`src/rtl/spu_pkg.sv`:
```
// rtl/spu_pkg.sv - shared frame-buffer geometry, requester indices and arbiter state encoding
//
// Purpose : constants shared by the sprite/pixel unit blocks.
// Contents: frame geometry (FB_WIDTH, FB_HEIGHT, FB_DEPTH), frame RAM widths
//           (FB_ADDR_W, PIXEL_W), draw-engine requester indices and the
//           write-arbiter FSM state type.
package spu_pkg;

   localparam int FB_WIDTH  = 320;
   localparam int FB_HEIGHT = 240;
   localparam int FB_DEPTH  = FB_WIDTH * FB_HEIGHT;

   localparam int FB_ADDR_W = 17;
   localparam int PIXEL_W   = 24;

   localparam int REQ_MAP    = 0;
   localparam int REQ_SPRITE = 1;
   localparam int REQ_SCORE  = 2;

   typedef enum logic [0:0] {
      ST_IDLE  = 1'b0,
      ST_GRANT = 1'b1
   } arb_state_t;

endpackage

```
`src/rtl/fb_wr_arbiter_rr_pick.sv`:
```
// rtl/fb_wr_arbiter_rr_pick.sv - combinational round-robin priority encoder
//
// Purpose: finds the first set bit of req searching upward from ptr with
//          wrap-around (ptr, ptr+1, ..., N-1, 0, ...).
// Ports  : req [N]      request vector
//          ptr [IDX_W]  search start index, must be < N
//          any          at least one request is set
//          idx [IDX_W]  winning index (0 when any is low)
module rr_pick #(
   parameter int N     = 3,
   parameter int IDX_W = 2
) (
   input  logic [N-1:0]     req,
   input  logic [IDX_W-1:0] ptr,
   output logic             any,
   output logic [IDX_W-1:0] idx
);

   logic [2*N-1:0] rot;
   int             sum;

   // Doubling the vector and shifting by ptr turns the wrap-around search
   // into a plain lowest-set-bit search over rot[N-1:0].
   always_comb begin
      rot = {req, req} >> ptr;
      any = 1'b0;
      idx = '0;
      sum = 0;
      // Walk downward so the smallest offset from ptr is the last to write.
      for (int k = N - 1; k >= 0; k--) begin
         if (rot[k]) begin
            sum = int'(ptr) + k;
            if (sum >= N) begin
               sum = sum - N;
            end
            any = 1'b1;
            idx = IDX_W'(sum);
         end
      end
   end

endmodule

```
`src/rtl/fb_wr_arbiter.sv`:
```
// rtl/fb_wr_arbiter.sv - round-robin arbiter for the frame-buffer write port
//
// Purpose: shares frame RAM port A between the map, sprite and score draw
//          engines. One requester is granted at a time and keeps the grant
//          until its burst ends or MAX_BURST beats have been taken. Writes
//          outside the frame are dropped and counted.
// Ports  : clk, rst                     clock, synchronous active-high reset
//          req_valid/req_last [NUM_REQ] per-requester valid and burst end
//          req_addr/req_data            packed, requester i at [i*W +: W]
//          req_ready [NUM_REQ]          per-requester accept
//          fb_we/fb_addr/fb_data        registered frame RAM write
//          grant_id                     current or last granted requester
//          busy                         high while a grant is held
//          oob_cnt                      saturating count of dropped writes
module fb_wr_arbiter
   import spu_pkg::*;
#(
   parameter int NUM_REQ   = 3,
   parameter int ADDR_W    = spu_pkg::FB_ADDR_W,
   parameter int DATA_W    = spu_pkg::PIXEL_W,
   parameter int FB_DEPTH  = spu_pkg::FB_DEPTH,
   parameter int MAX_BURST = 256
) (
   input  logic                        clk,
   input  logic                        rst,
   input  logic [NUM_REQ-1:0]          req_valid,
   input  logic [NUM_REQ-1:0]          req_last,
   input  logic [NUM_REQ*ADDR_W-1:0]   req_addr,
   input  logic [NUM_REQ*DATA_W-1:0]   req_data,
   output logic [NUM_REQ-1:0]          req_ready,
   output logic                        fb_we,
   output logic [ADDR_W-1:0]           fb_addr,
   output logic [DATA_W-1:0]           fb_data,
   output logic [1:0]                  grant_id,
   output logic                        busy,
   output logic [15:0]                 oob_cnt
);

   localparam int GID_W  = 2;
   localparam int BCNT_W = $clog2(MAX_BURST) + 1;

   localparam logic [ADDR_W-1:0] DEPTH_LIM = ADDR_W'(FB_DEPTH);
   localparam logic [BCNT_W-1:0] CAP_LAST  = BCNT_W'(MAX_BURST - 1);
   localparam logic [GID_W-1:0]  LAST_ID   = GID_W'(NUM_REQ - 1);

   arb_state_t          state;
   arb_state_t          state_nxt;
   logic [GID_W-1:0]    rr_ptr;
   logic [BCNT_W-1:0]   burst_cnt;

   logic                pick_any;
   logic [GID_W-1:0]    pick_idx;

   logic                g_valid;
   logic                g_last;
   logic [ADDR_W-1:0]   g_addr;
   logic [DATA_W-1:0]   g_data;
   logic                beat;
   logic                cap_hit;
   logic                rel;
   logic                in_range;

   rr_pick #(
      .N     (NUM_REQ),
      .IDX_W (GID_W)
   ) u_rr_pick (
      .req (req_valid),
      .ptr (rr_ptr),
      .any (pick_any),
      .idx (pick_idx)
   );

   // Select the granted requester's stream.
   always_comb begin
      g_valid = 1'b0;
      g_last  = 1'b0;
      g_addr  = '0;
      g_data  = '0;
      for (int i = 0; i < NUM_REQ; i++) begin
         if (grant_id == GID_W'(i)) begin
            g_valid = req_valid[i];
            g_last  = req_last[i];
            g_addr  = req_addr[i*ADDR_W +: ADDR_W];
            g_data  = req_data[i*DATA_W +: DATA_W];
         end
      end
   end

   assign beat     = (state == ST_GRANT) && g_valid;
   assign cap_hit  = (burst_cnt == CAP_LAST);
   assign rel      = beat && (g_last || cap_hit);
   assign in_range = (g_addr < DEPTH_LIM);

   // FSM: state register
   always_ff @(posedge clk) begin
      if (rst) begin
         state <= ST_IDLE;
      end else begin
         state <= state_nxt;
      end
   end

   // FSM: next state
   always_comb begin
      state_nxt = state;
      case (state)
         ST_IDLE:  if (pick_any) state_nxt = ST_GRANT;
         ST_GRANT: if (rel)      state_nxt = ST_IDLE;
         default:                state_nxt = ST_IDLE;
      endcase
   end

   // FSM: outputs. Ready depends on registered state only, so there is no
   // combinational path from req_valid back to req_ready.
   always_comb begin
      busy      = (state == ST_GRANT);
      req_ready = '0;
      for (int i = 0; i < NUM_REQ; i++) begin
         req_ready[i] = busy && (grant_id == GID_W'(i));
      end
   end

   // Grant bookkeeping and the registered RAM write.
   always_ff @(posedge clk) begin
      if (rst) begin
         rr_ptr    <= '0;
         grant_id  <= '0;
         burst_cnt <= '0;
         fb_we     <= 1'b0;
         fb_addr   <= '0;
         fb_data   <= '0;
         oob_cnt   <= '0;
      end else begin
         fb_we <= 1'b0;

         if ((state == ST_IDLE) && pick_any) begin
            grant_id  <= pick_idx;
            burst_cnt <= '0;
         end

         if (beat) begin
            fb_addr   <= g_addr;
            fb_data   <= g_data;
            fb_we     <= in_range;
            burst_cnt <= burst_cnt + 1'b1;
            if (!in_range && (oob_cnt != 16'hFFFF)) begin
               oob_cnt <= oob_cnt + 16'd1;
            end
         end

         if (rel) begin
            rr_ptr <= (grant_id == LAST_ID) ? '0 : grant_id + 1'b1;
         end
      end
   end

endmodule

```
`config.mk`:
```
export PLATFORM = sky130hd
export DESIGN_NAME = fb_wr_arbiter
export DESIGN_NICKNAME = d
export VERILOG_FILES = /design/src/rtl/spu_pkg.sv /design/src/rtl/fb_wr_arbiter_rr_pick.sv /design/src/rtl/fb_wr_arbiter.sv
export SDC_FILE = /design/constraint.sdc
export NUM_CORES = 1
export LEC_CHECK = 0
export BUFFER_PORTS_ARGS = -buffer_cell sky130_fd_sc_hd__buf_2
export CORE_UTILIZATION = 47
export CTS_CLUSTER_DIAMETER = 200
export DETAILED_ROUTE_END_ITERATION = 8
export GPL_ROUTABILITY_DRIVEN = 1
export PLACE_DENSITY = 0.92
export SETUP_SLACK_MARGIN = 0.1
export SYNTH_ARGS = -nofsm -noshare
export SYNTH_HDL_FRONTEND = slang
export SYNTH_HIERARCHICAL = 1
export SYNTH_SLANG_ARGS = --single-unit
```
`constraint.sdc`:
```
create_clock -name clk -period 2.98 [get_ports clk]
set_input_delay 0.149 -clock clk [delete_from_list [all_inputs] [get_ports clk]]
set_output_delay 0.149 -clock clk [all_outputs]
set_load 0.05 [all_outputs]
```
==> impl_summary.md <==
Status
The flow ran to the end, and the final reports show no timing, DRC or antenna violations.

Final layout
The layout overhead on the synthesized area is 28.55%. The multi-input combinational cells in the finished layout cover a total of 2441 sq um. At the end of the flow, the number of nets in the layout was 818.

The flip-flop and latch area is 1444 sq um. The layout cell share with drive strength beyond 1 is 34.01%. The antenna diode instance count is 0.

The finished layout holds 790 standard cells, fillers aside. The layout filler cell count is 725.

Logic synthesis
The share of the Yosys chip area taken by registers is 35.33%. The post-synthesis area per instance is 7.969 sq um. The number of enable flip-flop cells after synthesis is 0. The most used flip-flop cell after synthesis is sky130_fd_sc_hd__dfxtp_1.

The cell type with the largest total area after synthesis is sky130_fd_sc_hd__dfxtp_1. Counting distinct cell types in the post-synthesis netlist gives 46. The most common cell in the synthesized netlist is sky130_fd_sc_hd__nor2_1. Synthesis produced a netlist with a net count of 649. During synthesis, Yosys emitted a total of 6 warnings.

After synthesis, the share of flip-flops with an asynchronous set or reset is 0%. In the synthesized netlist, the cells that appear most often are 107 x sky130_fd_sc_hd__nor2_1, 72 x sky130_fd_sc_hd__dfxtp_1, 49 x sky130_fd_sc_hd__mux2i_1. The post-synthesis cell area is 4080 sq um. The post-synthesis register bit count is 72. Summed over its instances, the top area cell type makes up 35.33% of the synthesized netlist area. Synthesis produced 512 cells. In the post-synthesis netlist, the biggest area contributors are sky130_fd_sc_hd__dfxtp_1 35%, sky130_fd_sc_hd__mux2i_1 12%, sky130_fd_sc_hd__nor2_1 9.8%.

CTS
The number of levels the H-tree was split into is 3. Post-CTS repair changed the size of 0 cells. The post-cts hold buffer count is 0. Clock-pin slew was measured on the worst setup and hold paths at 0.08 ns. The tree is rooted in a sky130_fd_sc_hd__clkbuf_8. The number of buffers added by the clock tree synthesis step is 9.

The number of sinks handled by clock tree synthesis is 72. Once the clock tree was built, the setup fixing pass inserted 0 buffers. TritonCTS built the clock tree.

The maximum buffer depth of the clock tree is 2. The insertion delay to the later sink of the worst-skew pair is 0.34 ns.

Timing
The relative max-transition margin is 47.73%. Setup violations remaining at the end of the flow were counted as 0. The ratio of final minimum period to clock period is 90.10%. Across the routed clock network, the largest skew measured is 0.01067 ns. The worst path needs 2.685 ns of the cycle, external delays included. Setup repair after global routing left no endpoint under its margin. The peak clock frequency supported by timing is 372.5 MHz. The final count of hold timing violations is 0. The final-report max-slew violation count was 0. For the pin with the worst max-slew slack, the measured transition is 0.7840 ns. The final setup TNS is 0 ns.

Pwr
The share of total power dissipated in the clock network is 26.1%. In this run the power density over the cells is 498.6 nW/um^2. The standby leakage power is 0.002280 uW. Combinational logic burns 32.2% of the power. The internal portion of the total power is 1626 uW.

Summed over all nets, the switching power comes to 989.1 uW. The sequential share of power is 41.7%. IR analysis of the VDD net gives a maximum drop of 306.1 uV. In this run switching power makes up 37.82% of total power.

Drt
The final antenna-violating net count is 0. The remaining design rule violation count is 0. The number of vias per cell after detailed routing is 5.743. The routed length per instance is 14.87 microns. The DRC marker count from the first detailed-route iteration is 266. The total detailed-routing wirelength is 11,750 microns. The detailed router placed 4,537 vias in this run. The number of search-and-repair iterations in the first detailed-routing pass is 4.

Die
The width of the chip is 95.17 microns. The die covers 9057 sq um. The y dimension of the die is 95.17 microns. The top-level I/O count is 195. The number of placement rows is 33. The core region is 8299 sq um. The initial utilization of the core area, before any placement, comes to 49.16%.

GRT
The first-pass GRT wire length is 18,080 microns. Global routing used 25.17% of the available tracks across all layers. The pin count of the biggest net entering global routing is 45. The total congestion overflow after global routing is 0. The number of global-route vias before repair is 4,017.

The initial antenna violation count is 0.

Setup path
STA classifies the critical path startpoint as a register. For the worst flop-to-flop path, the logic depth is 6. STA classifies the critical path endpoint as a register. The worst endpoint required time is 3.22 ns.

The critical path is of the register to register type. The arrival time at the worst endpoint is 2.92 ns. Of all nets on the critical path, the largest fanout is 37.

Place
The placed wire-length estimate after detailed placement is 8852 microns. The final estimated routing congestion in global placement is 0.8677. In this run the tool buffered the top-level ports with 194 buffer cells.

Counting tap cells, the placed design contains a total of 775 instances.

Worst hold path
Counting instances, the worst hold path has a depth of 3. The path category of the worst min-delay check is input port to register.

Flow run
The count of max-cap constraint violations is 0.
==> path summary, 6_finish.rpt <==
| check | start | end | slack [ns] |
|---|---|---|---|
| worst min register to register | burst_cnt[4] | burst_cnt[4] | 0.47 |
| worst max register to register | grant_id[1] | oob_cnt[5] | 0.30 |
| worst max-delay path | grant_id[1] | oob_cnt[5] | 0.30 |
| worst min-delay path | req_data[60] | fb_data[12] | 0.08 |
==> cell type report <==
type / instances / area share [%]
clock inverter: 5 / 0.6441
inverter: 5 / 0.3578
timing repair buffer: 203 / 19.80
clock buffer: 10 / 2.624
multi-input combinational: 390 / 46.54
tap: 105 / 2.505
sequential: 72 / 27.53
==> sequential cells by signal, summed over array words and instances, names as in the netlist <==
register,flops
fb_we,1
oob_cnt,16
busy,1
fb_data,24
burst_cnt,9
grant_id,2
fb_addr,17
rr_ptr,2
==> worst max-delay path: stages, from the launching register on <==
cell and delay [ns]:
sky130_fd_sc_hd__dfxtp_2 0.59, sky130_fd_sc_hd__nor2b_4 0.30, sky130_fd_sc_hd__buf_4 0.40, sky130_fd_sc_hd__a21oi_1 0.23, sky130_fd_sc_hd__or2_0 0.36, sky130_fd_sc_hd__nor4_1 0.32
sky130_fd_sc_hd__mux2_2 0.37
==> cells in the final DEF, fill, tap and decap left out, types with 7 or more instances in the layout <==
cell type	instances
sky130_fd_sc_hd__a211oi_1	43
sky130_fd_sc_hd__a21oi_1	31
sky130_fd_sc_hd__buf_2	194
sky130_fd_sc_hd__buf_4	9
sky130_fd_sc_hd__clkbuf_8	10
sky130_fd_sc_hd__dfxtp_1	70
sky130_fd_sc_hd__mux2i_1	49
sky130_fd_sc_hd__nand2_1	8
sky130_fd_sc_hd__nand3_1	16
sky130_fd_sc_hd__nand4_1	11
sky130_fd_sc_hd__nor2_1	107
sky130_fd_sc_hd__nor3_1	37
sky130_fd_sc_hd__o21ai_0	7
sky130_fd_sc_hd__o31ai_1	9
sky130_fd_sc_hd__or4_1	9
==> metrics by stage <==
stage / total power (uW) / worst slack [ns] / instance area, sq um / utilization (%) / hold slack [ns]
after floorplan: 1710 / 0.3868 / 4080 / - / 0.3415
after global placement: 1923 / 0.4611 / 5074 / 61.13 / 0.4314
after detailed placement: 1951 / 0.3300 / 5074 / 61.13 / 0.4423
after CTS: 2628 / 0.3144 / 5245 / 63.20 / 0.07428
after global routing: 2764 / 0.1204 / 5245 / 63.20 / 0.08562
final: 2615 / 0.2951 / 5245 / 63.20 / 0.07882
==> cells by family after synthesis <==
| group | count (synthesis) | share of synthesized area [%] |
|---|---|---|
| AO/OA/AOI/OAI | 102 | 16.90 |
| adder cells (fa/ha/maj) | 6 | 1.840 |
| buffers and inverters | 50 | 5.274 |
| flip-flops | 72 | 35.33 |
| multiplexers | 54 | 13.40 |
| AND/OR/NAND/NOR | 228 | 27.26 |
==> power groups by stage <==
stage	Sequential, uW	Clock (uW)	Combinational (uW)
2_1_floorplan	1310	0	399
3_3_place_gp	1110	0	818
3_5_place_dp	1110	0	841
4_1_cts	1090	697	842
5_1_grt	1100	750	915
6_report	1090	684	842
==> layer usage <==
layer / vias up / wire length (microns) / GRT usage [%]
met2: 198 / 5956 / 43.33
met3: 15 / 865 / 4.944
li1: 2195 / - / -
met5: - / 0 / 0
met4: 0 / 138 / 8.586
met1: 2129 / 4789 / 31.16
(Power assumes the default switching activity.)
